[src/rtl/h2f_ipc_dispatcher.sv]
// Host-to-FPGA IPC command dispatcher: decodes a token to a channel, pulses its
// start line, then follows the channel through accept and run with timeouts.
module h2f_ipc_dispatcher #(
    parameter int TOKEN_WIDTH    = 32,
    parameter int NUM_CH         = 4,
    // entry 0 = "led", 1 = "dac", 2 = "adc", 3 = "fan" (entry i sits at bits i*TOKEN_WIDTH)
    parameter logic [NUM_CH*TOKEN_WIDTH-1:0] TOKEN_LIST =
        {32'h0066616e, 32'h00616463, 32'h00646163, 32'h006c6564},
    parameter int ACCEPT_CYCLES  = 16,
    parameter int TIMEOUT_CYCLES = 1_000_000,
    localparam int CH_W          = (NUM_CH > 1) ? $clog2(NUM_CH) : 1
) (
    input  logic                   clk,
    input  logic                   resetn,
    input  logic [TOKEN_WIDTH-1:0] TOKEN,
    input  logic                   START,
    output logic                   IDLE,
    output logic                   ERROR,
    output logic [1:0]             ERR_CODE,
    output logic [CH_W-1:0]        LAST_CH,
    output logic [NUM_CH-1:0]      CH_START,
    input  logic [NUM_CH-1:0]      CH_IDLE
);

    localparam int ACC_W = $clog2(ACCEPT_CYCLES) + 1;
    localparam int RUN_W = $clog2(TIMEOUT_CYCLES) + 1;

    typedef enum logic [1:0] {
        S_IDLE   = 2'd0,
        S_PULSE  = 2'd1,
        S_ACCEPT = 2'd2,
        S_RUN    = 2'd3
    } state_t;

    state_t              state_r, state_s;
    logic [NUM_CH-1:0]   ch_start_r, ch_start_s;
    logic                error_r, error_s;
    logic [1:0]          code_r, code_s;
    logic [CH_W-1:0]     last_ch_r, last_ch_s;
    logic [ACC_W-1:0]    acc_cnt_r, acc_cnt_s, acc_inc_s;
    logic [RUN_W-1:0]    run_cnt_r, run_cnt_s, run_inc_s;
    logic                hit_s;
    logic [CH_W-1:0]     hit_idx_s;
    logic                sel_idle_s;

    // Token lookup; scanning downward lets the lowest matching index win.
    always_comb begin
        hit_s     = 1'b0;
        hit_idx_s = '0;
        for (int i = NUM_CH - 1; i >= 0; i--) begin
            if (TOKEN == TOKEN_LIST[i*TOKEN_WIDTH +: TOKEN_WIDTH]) begin
                hit_s     = 1'b1;
                hit_idx_s = CH_W'(i);
            end else begin
                hit_s     = hit_s;
                hit_idx_s = hit_idx_s;
            end
        end
    end

    assign sel_idle_s = CH_IDLE[last_ch_r];
    assign acc_inc_s  = (acc_cnt_r == {ACC_W{1'b1}}) ? acc_cnt_r : acc_cnt_r + ACC_W'(1);
    assign run_inc_s  = (run_cnt_r == {RUN_W{1'b1}}) ? run_cnt_r : run_cnt_r + RUN_W'(1);

    // Next-state and next-output logic of the dispatch FSM.
    always_comb begin
        state_s    = state_r;
        ch_start_s = '0;
        error_s    = error_r;
        code_s     = code_r;
        last_ch_s  = last_ch_r;
        acc_cnt_s  = acc_cnt_r;
        run_cnt_s  = run_cnt_r;
        case (state_r)
            S_IDLE: begin
                if (START) begin
                    error_s = 1'b0;
                    code_s  = 2'd0;
                    if (!hit_s) begin
                        error_s = 1'b1;
                        code_s  = 2'd1;
                    end else if (!CH_IDLE[hit_idx_s]) begin
                        error_s = 1'b1;
                        code_s  = 2'd2;
                    end else begin
                        last_ch_s = hit_idx_s;
                        state_s   = S_PULSE;
                    end
                end else begin
                    state_s = S_IDLE;
                end
            end
            S_PULSE: begin
                ch_start_s = NUM_CH'(1'b1) << last_ch_r;
                acc_cnt_s  = '0;
                state_s    = S_ACCEPT;
            end
            S_ACCEPT: begin
                if (!sel_idle_s) begin
                    run_cnt_s = '0;
                    state_s   = S_RUN;
                end else begin
                    // a channel that never drops idle is taken as already done
                    acc_cnt_s = acc_inc_s;
                    if (acc_inc_s == ACC_W'(ACCEPT_CYCLES)) begin
                        state_s = S_IDLE;
                    end else begin
                        state_s = S_ACCEPT;
                    end
                end
            end
            S_RUN: begin
                if (sel_idle_s) begin
                    state_s = S_IDLE;
                end else if ((TIMEOUT_CYCLES != 0) && (run_cnt_r == RUN_W'(TIMEOUT_CYCLES))) begin
                    error_s = 1'b1;
                    code_s  = 2'd3;
                    state_s = S_IDLE;
                end else begin
                    run_cnt_s = run_inc_s;
                end
            end
            default: begin
                state_s = S_IDLE;
            end
        endcase
    end

    // State and registered outputs, synchronous active-low reset.
    always_ff @(posedge clk) begin
        if (!resetn) begin
            state_r    <= S_IDLE;
            ch_start_r <= '0;
            error_r    <= 1'b0;
            code_r     <= 2'd0;
            last_ch_r  <= '0;
            acc_cnt_r  <= '0;
            run_cnt_r  <= '0;
        end else begin
            state_r    <= state_s;
            ch_start_r <= ch_start_s;
            error_r    <= error_s;
            code_r     <= code_s;
            last_ch_r  <= last_ch_s;
            acc_cnt_r  <= acc_cnt_s;
            run_cnt_r  <= run_cnt_s;
        end
    end

    assign IDLE     = (state_r == S_IDLE) && !START;
    assign ERROR    = error_r;
    assign ERR_CODE = code_r;
    assign LAST_CH  = last_ch_r;
    assign CH_START = ch_start_r;

endmodule

[config.mk]
export PLATFORM = sky130hd
export DESIGN_NAME = h2f_ipc_dispatcher
export DESIGN_NICKNAME = d
export VERILOG_FILES = /design/src/rtl/h2f_ipc_dispatcher.sv
export SDC_FILE = /design/constraint.sdc
export NUM_CORES = 1
export LEC_CHECK = 0
export CAP_MARGIN = 10
export CELL_PAD_IN_SITES_DETAIL_PLACEMENT = 1
export CELL_PAD_IN_SITES_GLOBAL_PLACEMENT = 2
export CORE_UTILIZATION = 29
export DETAILED_ROUTE_END_ITERATION = 16
export PLACE_DENSITY_LB_ADDON = 0.1
export SYNTH_ARGS = -nofsm -noshare
export SYNTH_HDL_FRONTEND = slang
export SYNTH_SLANG_ARGS = --single-unit
[constraint.sdc]
create_clock -name clk -period 2.48 [get_ports clk]
set_clock_uncertainty 0.05 [all_clocks]
set_input_delay 0.248 -clock clk [delete_from_list [all_inputs] [get_ports clk]]
set_output_delay 0.248 -clock clk [all_outputs]
set_load 0.005 [all_outputs]
# [Word-level counts from Yosys, hierarchy flattened]
# Cells that the tools add are included.
# W data, S select, Z words.
[word_totals] in_bits=39 word_cells=85 ff_bits=37 out_inout_bits=10
[op_classes] magnitude_cmp=2 n_eq_ne=21 reduce_logical=12 n_mux=40 n_shift=1 add_sub_neg=2
[ops] operator="$eq A32 B23 Y1 const B" n=4
[ops] operator="$mux W21" n=4
[ops] operator="$pmux W21 S2" n=1
[ops] operator="$mux W2" n=16
[ops] operator="$add A21 B1 Y21 const B" n=1
[ops] operator="$eq A21 B20 Y1 const B" n=1
[ops] operator="$eq A21 B21 Y1 const B" n=1
[ops] operator="$ne A2 B2 Y1 const B" n=7
[ops] operator="$mux W1" n=11
[ops] operator="$eq A5 B5 Y1 const B" n=2
[ops] operator="$mux W5" n=2
[ops] operator="$pmux W5 S2" n=1
[ops] operator="$ne A3 B3 Y1 const B" n=3
[ops] operator="$pmux W2 S4" n=1
[ops] operator="$reduce_and A4 Y1" n=2
[ops] operator="$lt A2 B3 Y1 const B" n=2
[ops] operator="$reduce_bool A2 Y1" n=3
[ops] operator="$add A5 B1 Y5 const B" n=1
[ops] operator="$reduce_and A5 Y1" n=1
[ops] operator="$bmux W1 S2" n=2
[ops] operator="$eq A2 B2 Y1 const B" n=2
[ops] operator="$pmux W2 S2" n=1
[ops] operator="$reduce_and A2 Y1" n=2
[ops] operator="$shl A1 B2 Y4 const A" n=1
[ops] operator="6 further kinds" n=6

# [Longest topological paths before layout]
# Gate-level depths: netlist of run 1.
[logic_depth] depth_word=11 depth_mapped=8 ltp_nobuf=8

# [Worst setup path before layout of run 1]
# OpenSTA, ideal clock, no wires.
[synth_timing] kind="register to register" start="reg run_cnt_r[7]" end="reg run_cnt_r[3]" path_buffers=2 path_stages_with_launch=9 setup_ps=136 required_time_ps=2294 arrival_ps=2015 path_slack_ps=278 synth_period_minus_slack_ps=2202 path_cell_list="dfxtp_1 > nand4_2 > or4_1 > buf_2 > or4_1 > buf_2 > nand4_1 > xor2_1 > nor2_1"
[synth_between] elab_chain_cells=3 word_cells_on_any_way=5 classes_between="eq/ne: 4; reduce/logical: 1"
[synth_rtl] element="start, declared" line_no="41" text="logic [RUN_W-1:0] run_cnt_r, run_cnt_s, run_inc_s;"
[synth_rtl] element="start signal, assigned" line_no="146" text="run_cnt_r <= run_cnt_s;"
[synth_rtl] element="$eq A21 B20 Y1 / $eq A21 B21 Y1 (equally long branches)" line_no="115, 63"
[synth_rtl] element="$ne A2 B2 Y1 (no source line)"
[synth_rtl] element="$reduce_and A5 Y1 (no source line) (*)"
# Every way passes the cells marked *; elsewhere a longest branch is shown, timed or not.
# A chain may end at the register's enable or synchronous reset.

# [Worst setup path in the final report of run 1]
[layout_timing] start="reg run_cnt_r[8]" end="reg run_cnt_r[19]"
[layout_between] elab_chain_cells=5 word_cells_on_any_way=10 classes_between="add/sub: 1; eq/ne: 4; mux: 4; reduce/logical: 1"
[layout_rtl] element="$add A21 B1 Y21" line_no="63" text="assign run_inc_s = (run_cnt_r == {RUN_W{1'b1}}) ? run_cnt_r : run_cnt_r + RUN_W'(1);"
[layout_rtl] element="$mux W21" line_no="63"
[layout_rtl] element="$mux W21" line_no="115" text="end else if ((TIMEOUT_CYCLES != 0) && (run_cnt_r == RUN_W'(TIMEOUT_CYCLES))) begin"
[layout_rtl] element="$mux W21" line_no="113" text="if (sel_idle_s) begin"
[layout_rtl] element="$pmux W21 S2" line_no="74" text="case (state_r)"
# Several ways; a longest one is shown, not always the timed one. The select of a mux whose other input is x is not followed.

==> results of run 1 <==
-- registers in the layout, indices dropped and copies added (netlist names) --
register	count
ERR_CODE	2
ERROR	1
acc_cnt_r	5
LAST_CH	2
state_r	2
run_cnt_r	21
CH_START	4
-- per-layer routing --
metal / up-vias / track usage [%] / wire [µm]
met3: 5 / 3.79 / 194
met1: 1090 / 21.9 / 3050
met5: - / 0 / 0
met4: 0 / 3.03 / 45
li1: 1153 / - / -
met2: 31 / 30.8 / 3040
-- layout by cell type (no fill, tap or decap), drive strengths merged, types with 4 or more instances in the layout --
master         instances
dfxtp                 37
or4                    4
nor4                  10
xor2                   7
o21ai                 10
nand2                 17
and4                   4
clkbuf                 6
inv                    5
nor3b                  4
a31oi                  5
nand4b                 4
nand4                 11
clkdlybuf4s50         48
a21oi                 11
nor2                  31
or3                    4
nand3                 11
xnor2                 12
nand2b                 5
and2                  10
nor3                   7
and3                   4
buf                   37
nor4bb                 5
nor4b                  5
-- worst min path at each step --
stage	end	startpoint	slack [ps]	depth (start not counted)
finish	acc_cnt_r[4]$_SDFFE_PN0P_	acc_cnt_r[4]$_SDFFE_PN0P_	450	2
global route	acc_cnt_r[4]$_SDFFE_PN0P_	acc_cnt_r[4]$_SDFFE_PN0P_	490	2
CTS	ERR_CODE[0]$_SDFFE_PN0P_	ERR_CODE[0]$_SDFFE_PN0P_	460	2
detailed placement	acc_cnt_r[4]$_SDFFE_PN0P_	acc_cnt_r[4]$_SDFFE_PN0P_	450	2
global placement	ERR_CODE[0]$_SDFFE_PN0P_	ERR_CODE[0]$_SDFFE_PN0P_	430	2
floorplan	acc_cnt_r[4]$_SDFFE_PN0P_	resetn	410	2
-- where the power goes --
| group | internal [W] | total (W) | switching, W |
|---|---|---|---|
| clock network | 0.000327 | 0.000562 | 0.000235 |
| logic | 0.0000899 | 0.000133 | 0.0000429 |
| registers | 0.000597 | 0.000598 | 0.00000177 |
| total | 0.00101 | 0.00129 | 0.000280 |
-- worst max-delay path, delay by kind of cell, from the launching register on --
kind                      cells  cell delay [ps]
and+or+nand+nor               5             1550
DFF                           1              430
xor gates and xnor gates      1              160
-- kinds of logic (layout without fill, tap and decap cells) --
kind of cell / Yosys count / after routing / synth area share [%]
compound gates: 43 / 43 / 12.7
xor+xnor: 19 / 19 / 7.55
fa+ha+maj: 3 / 3 / 1.70
buf+inv: 13 / 100 / 2.33
flops: 37 / 37 / 33.6
mux: 3 / 3 / 1.99
simple gates: 145 / 145 / 40.1
-- per-stage QoR --
stage	utilization [%]	cell area, µm²	hold slack, ps	setup TNS, ps
5_1_grt	43.7	3190	486	0
2_1_floorplan	-	2200	411	0
3_3_place_gp	42.0	3060	435	-9.81
6_report	43.7	3190	452	0
3_5_place_dp	42.0	3060	447	-308
4_1_cts	43.6	3180	460	0
-- what timing repair did --
item | CTS | global route
hold buffers | 0 | 0
gates resized for setup | 0 | 2
endpoints found under the hold margin | 0 | 0
endpoints found under the setup margin | 0 | 5
-- cell type report --
cell class / instances / area (µm²)
Fill cell: 914 / 4100
Sequential cell: 37 / 741
Tap cell: 99 / 124
Clock inverter: 2 / 37.5
Timing Repair Buffer: 85 / 758
Multi-Input combinational cell: 213 / 1420
Clock buffer: 6 / 82.6
Inverter: 7 / 26.3
==> impl_metrics.csv, run 1 <==
group,metric,value,unit
run_status,outcome,"completed",
detailed_routing,iter_0_drt_violations,32,
detailed_routing,vias_per_cell,5.08,
cts,cts_buffer_depth,2,
critical_path,critical_path.max_stage_delay,640,ps
critical_path,slack_of_the_worst_reg_to_reg_path,170,ps
die,core,7290,µm²
critical_path,crit_path_start_kind,"register",
synth,yosysSeqAreaShare,33.6,%
timing,finalCritPeriodShare,93.3,%
cts,clock_insertion_delay_worst_skew,290,ps
cts,tritoncts_num_sinks,37,
timing,maxSlewHeadroom,74.5,%
place,dpl.hpwl,5.00,mm
grt,overflow,0,
timing,post-route-min-period,2310,ps
power_and_ir_drop,total_power,0.00129,W
die,die_area,7950,µm²
synth,postSynthCellCount,263,
critical_path,timing.critical_path.to_type,"register",
power_and_ir_drop,leakage,1.11,nW
cts,cts_root_buf,"clkbuf_8",
critical_path,timing.rr.end,"run_cnt_r[19]$_SDFFE_PN0P_",
synth,post-synth-top-area-fraction,33.6,%
power_and_ir_drop,maximum_vdd_ir_drop,0.177,mV
grt,grtUsageTotal,17.4,%
synth,synthMostInstantiatedCell,"dfxtp_1",
flow_run,cap_viol_max_count,0,
critical_path,path_class,"reg -> reg",
synth,synth.top_cells.by_count,"dfxtp_1, nor2_1, nand2_1, xnor2_1, nand3_1",
critical_path,path_max_fanout,7,
synth,synth.cell_area,2200,µm²
critical_path,worst-endpoint-required,2620,ps
die,effective_utilization_at_floorplan,30.2,%
critical_path,path_cells,"nand4_2 > or4_1 > or3_4 > nor4_2 > xnor2_1 > nor2_1",
timing,timing.final.setup_violations,0,
critical_path,timing.critical_path.slowest_stage_cell,"or4_1",
grt,pin_count_of_the_biggest_net_entering_global_routing,20,
detailed_routing,drcViolationCount,0,
final_layout,final_cells,449,
synth,netlist_top_cells_area,"dfxtp_1, nor2_1, xnor2_1",
power_and_ir_drop,p_per_area,406,nW/µm²
final_layout,insertedDiodeCount,0,
timing,grt_setup_unrepaired,"false",
final_layout,layout-drive-gt1-share,17.4,%
timing,report.final.slew_viol_count,0,
detailed_routing,post_drt_wl_per_cell,14.1,µm
critical_path,arrival,2450,ps
critical_path,cp-endpoint,"run_cnt_r[19]$_SDFFE_PN0P_",
grt,grt_antenna_before_repair,0,
detailed_routing,wirelength,6.33,mm
place,dpl.cell_count,441,
die,die-height,89.2,µm
cts,cts-htree-levels,2,
synth,yosysWarnings,0,
timing,postLayoutSetupSlackWorst,166,ps
grt,first_global_vias,2373,
synth,postSynth.topFlopCell,"dfxtp_1",
timing,max_freq,432,MHz
synth,synthArstFlopShare,0,%
final_layout,areaGrowthSynthToFinish,44.7,%
detailed_routing,drtAntennaViolNets,0,
die,chipWidth,89.2,µm
final_layout,final_nets,391,
synth,ys_types,57,
cts,worst_setup_hold_path_clk_slew,80,ps
place,finalWeightedCongestion,0.774,
synth,synth.ff_latch_count,37,
cts,cts_tree,"done",
synth,syn_area_per_cell,8.38,µm²
hold_path,holdCritPathClass,"reg -> reg",
place,placement.setup.worst_slack,-97.9,ps
critical_path,critical_path.startpoint,"run_cnt_r[8]$_SDFFE_PN0P_",
critical_path,worst_r2r_startpoint,"run_cnt_r[8]$_SDFFE_PN0P_",
detailed_routing,via_count,2279,
synth,synth_nets,305,
synth,synth_top_area_cell,"dfxtp_1",
timing,final_report_hold_violation_count,0,
cts,post_cts.repair.setup_buffers,0,
die,ioPinCount,49,
synth,post_synth_edffs,0,
cts,cts_buffers,5,
die,num_rows,31,
timing,worstMarginPinSlew,377,ps
place,io_buffers,48,
critical_path,reg2reg_depth,6,
detailed_routing,drtPass1Iterations,4,
grt,grt_first_pass_wirelength,10.9,mm
Note: power is estimated with default switching activity, not from simulation.
==> inputs of run 2 (changes only) <==
--- a/config.mk
+++ b/config.mk
@@ -10,7 +10,7 @@
 export CELL_PAD_IN_SITES_GLOBAL_PLACEMENT = 2
 export CORE_UTILIZATION = 29
 export DETAILED_ROUTE_END_ITERATION = 16
-export PLACE_DENSITY_LB_ADDON = 0.1
+export PLACE_DENSITY = 0.78
 export SYNTH_ARGS = -nofsm -noshare
 export SYNTH_HDL_FRONTEND = slang
 export SYNTH_SLANG_ARGS = --single-unit
==> run 2 against run 1 <==
Effect of this change: die area is the same; sequential power is essentially flat; wire length fell by 2.8%; maximum frequency shrank 0.29%; critical endpoint unchanged.
==> impl_metrics.csv, run 2 (synthesized netlist as in run 1, its figures left out) <==
group,metric,value,unit
run_status,outcome,"completed",
cts,cts_tree,"done",
cts,ctsHoldBuffers,0,
detailed_routing,vias_per_cell,5.08,
cts,post_cts.repair.setup_buffers,0,
critical_path,timing.critical_path.slowest_stage_cell,"or4_1",
detailed_routing,drtPass1Iterations,4,
power_and_ir_drop,p_per_area,409,nW/µm²
die,die-height,89.2,µm
detailed_routing,via_count,2240,
critical_path,path_max_fanout,7,
grt,grtUsageTotal,16.9,%
critical_path,timing.critical_path.to_type,"register",
final_layout,largest_register_ffs,21,
grt,first_global_vias,2343,
die,chipWidth,89.2,µm
die,ioPinCount,49,
grt,grt_antenna_before_repair,0,
final_layout,final_common_cell,"clkdlybuf4s50_1",
detailed_routing,wirelength,6.15,mm
hold_path,hold_path.startpoint,"ERR_CODE[0]$_SDFFE_PN0P_",
grt,pin_count_of_the_biggest_net_entering_global_routing,20,
flow_run,cap_viol_max_count,0,
cts,cts_root_buf,"clkbuf_8",
timing,final_report_hold_violation_count,0,
critical_path,worst_r2r_startpoint,"run_cnt_r[9]$_SDFFE_PN0P_",
place,finalWeightedCongestion,0.763,
power_and_ir_drop,maximum_vdd_ir_drop,0.182,mV
final_layout,regMostFlops,"run_cnt_r",
final_layout,insertedDiodeCount,0,
final_layout,areaGrowthSynthToFinish,41.8,%
place,dpl.hpwl,4.83,mm
grt,overflow,0,
detailed_routing,post_drt_wl_per_cell,14.0,µm
hold_path,worst_hold_path.num_cells,2,
hold_path,hold-path-endpoint,"ERR_CODE[0]$_SDFFE_PN0P_",
timing,finalCritPeriodShare,93.6,%
timing,finalSetupTns,0,ps
grt,gr-usage-met2,28.8,%
place,io_buffers,48,
critical_path,critical_path.max_stage_delay,650,ps
die,effective_utilization_at_floorplan,30.2,%
critical_path,reg2reg_depth,6,
critical_path,timing.rr.end,"run_cnt_r[19]$_SDFFE_PN0P_",
detailed_routing,iter_0_drt_violations,57,
die,num_rows,31,
die,die_area,7950,µm²
die,core,7290,µm²
cts,clock_insertion_delay_worst_skew,290,ps
final_layout,layout-drive-gt1-share,15.2,%
final_layout,final_nets,383,
timing,post-route-min-period,2320,ps
power_and_ir_drop,leakage,1.08,nW
cts,tritoncts_num_sinks,37,
cts,cts-htree-levels,2,
critical_path,cpLargestDelayFamily,"simple AND/OR/NAND/NOR gates",
timing,report.final.slew_viol_count,0,
timing,maxSlewHeadroom,73.8,%
grt,grt_util_met1,21.7,%
cts,cts_buffers,5,
critical_path,worst-endpoint-required,2610,ps
grt,grt_first_pass_wirelength,10.6,mm
grt,met3_usage,4.25,%
grt,grt-busiest-layer,"met2",
cts,worst_setup_hold_path_clk_slew,80,ps
final_layout,final_cell_mix,"clkdlybuf4s50_1, dfxtp_1, nor2_1",
timing,timing.final.setup_violations,0,
detailed_routing,drcViolationCount,0,
critical_path,path_class,"reg -> reg",
critical_path,cp_num_buf_inv,0,
cts,cts_buffer_depth,2,
critical_path,crit_path_start_kind,"register",
final_layout,fin_util,42.9,%
hold_path,holdCritPathClass,"reg -> reg",
critical_path,slack_of_the_worst_reg_to_reg_path,160,ps
timing,max_freq,431,MHz
critical_path,path_cells,"nand4_2 > or4_1 > or3_4 > nor4_2 > xnor2_1 > nor2_1",
critical_path,arrival,2450,ps
timing,worstMarginPinSlew,390,ps
timing,grt_setup_unrepaired,"false",
detailed_routing,drtAntennaViolNets,0,
==> run 2: cell count changes in the layout (fill, tap and decap cells not counted) <==
cell	before	now
a21oi_2	2	1
a21oi_1	9	10
buf_4	37	29
==> run 2: layout make-up <==
class | count | area, µm²
Clock inverter | 2 | 37.5
Timing Repair Buffer | 77 | 698
Tap cell | 99 | 124
Multi-Input combinational cell | 213 | 1420
Fill cell | 908 | 4170
Clock buffer | 6 | 82.6
Sequential cell | 37 | 741
Inverter | 7 | 26.3
==> run 2: worst reg2reg max path, delay by kind of cell (launching register included) <==
family                    cells  cell delay [ps]
and+or+nand+nor               5             1620
xor gates and xnor gates      1              170
DFF                           1              390
==> run 2: how the worst max path moves through the flow <==
stage | from | end | slack [ps] | cells after the start
2_1_floorplan | run_cnt_r[7]$_SDFFE_PN0P_ | run_cnt_r[3]$_SDFFE_PN0P_ | 280 | 8
3_3_place_gp | TOKEN[10] | LAST_CH[1]$_SDFFE_PN0P_ | 20 | 7
3_5_place_dp | TOKEN[10] | LAST_CH[1]$_SDFFE_PN0P_ | -30 | 7
4_1_cts | run_cnt_r[9]$_SDFFE_PN0P_ | run_cnt_r[3]$_SDFFE_PN0P_ | 110 | 6
5_1_grt | run_cnt_r[9]$_SDFFE_PN0P_ | run_cnt_r[19]$_SDFFE_PN0P_ | 5 | 6
6_report | run_cnt_r[9]$_SDFFE_PN0P_ | run_cnt_r[19]$_SDFFE_PN0P_ | 160 | 6
==> run 2: per-stage QoR <==
step / hold slack (ps) / std cells / worst slack, ps / area, µm² / total power, W
after floorplan: 411 / 263 / 278 / 2200 / 0.000643
after global placement: 433 / 433 / 24.9 / 3000 / 0.000739
after detailed placement: 452 / 433 / -34.3 / 3000 / 0.000741
after CTS: 464 / 441 / 114 / 3120 / 0.00130
after global routing: 511 / 441 / 5.30 / 3130 / 0.00133
final: 464 / 441 / 159 / 3130 / 0.00128
==> run 2: power by group <==
part	switching (W)	total (W)	internal (W)
combinational	0.0000426	0.000128	0.0000851
sequential	0.00000174	0.000598	0.000597
clock	0.000225	0.000552	0.000327
==> run 2: what timing repair did <==
| action | 4_1_cts | 5_1_grt |
|---|---|---|
| gates resized for setup | 0 | 1 |
| endpoints found under the setup margin | 0 | 4 |
| endpoints found under the hold margin | 0 | 0 |
==> run 2: routing by layer <==
layer	wire, µm	up-vias
li1	-	1135
met1	3070	1058
met2	2790	41
met3	243	6
met4	53	0
met5	0	-
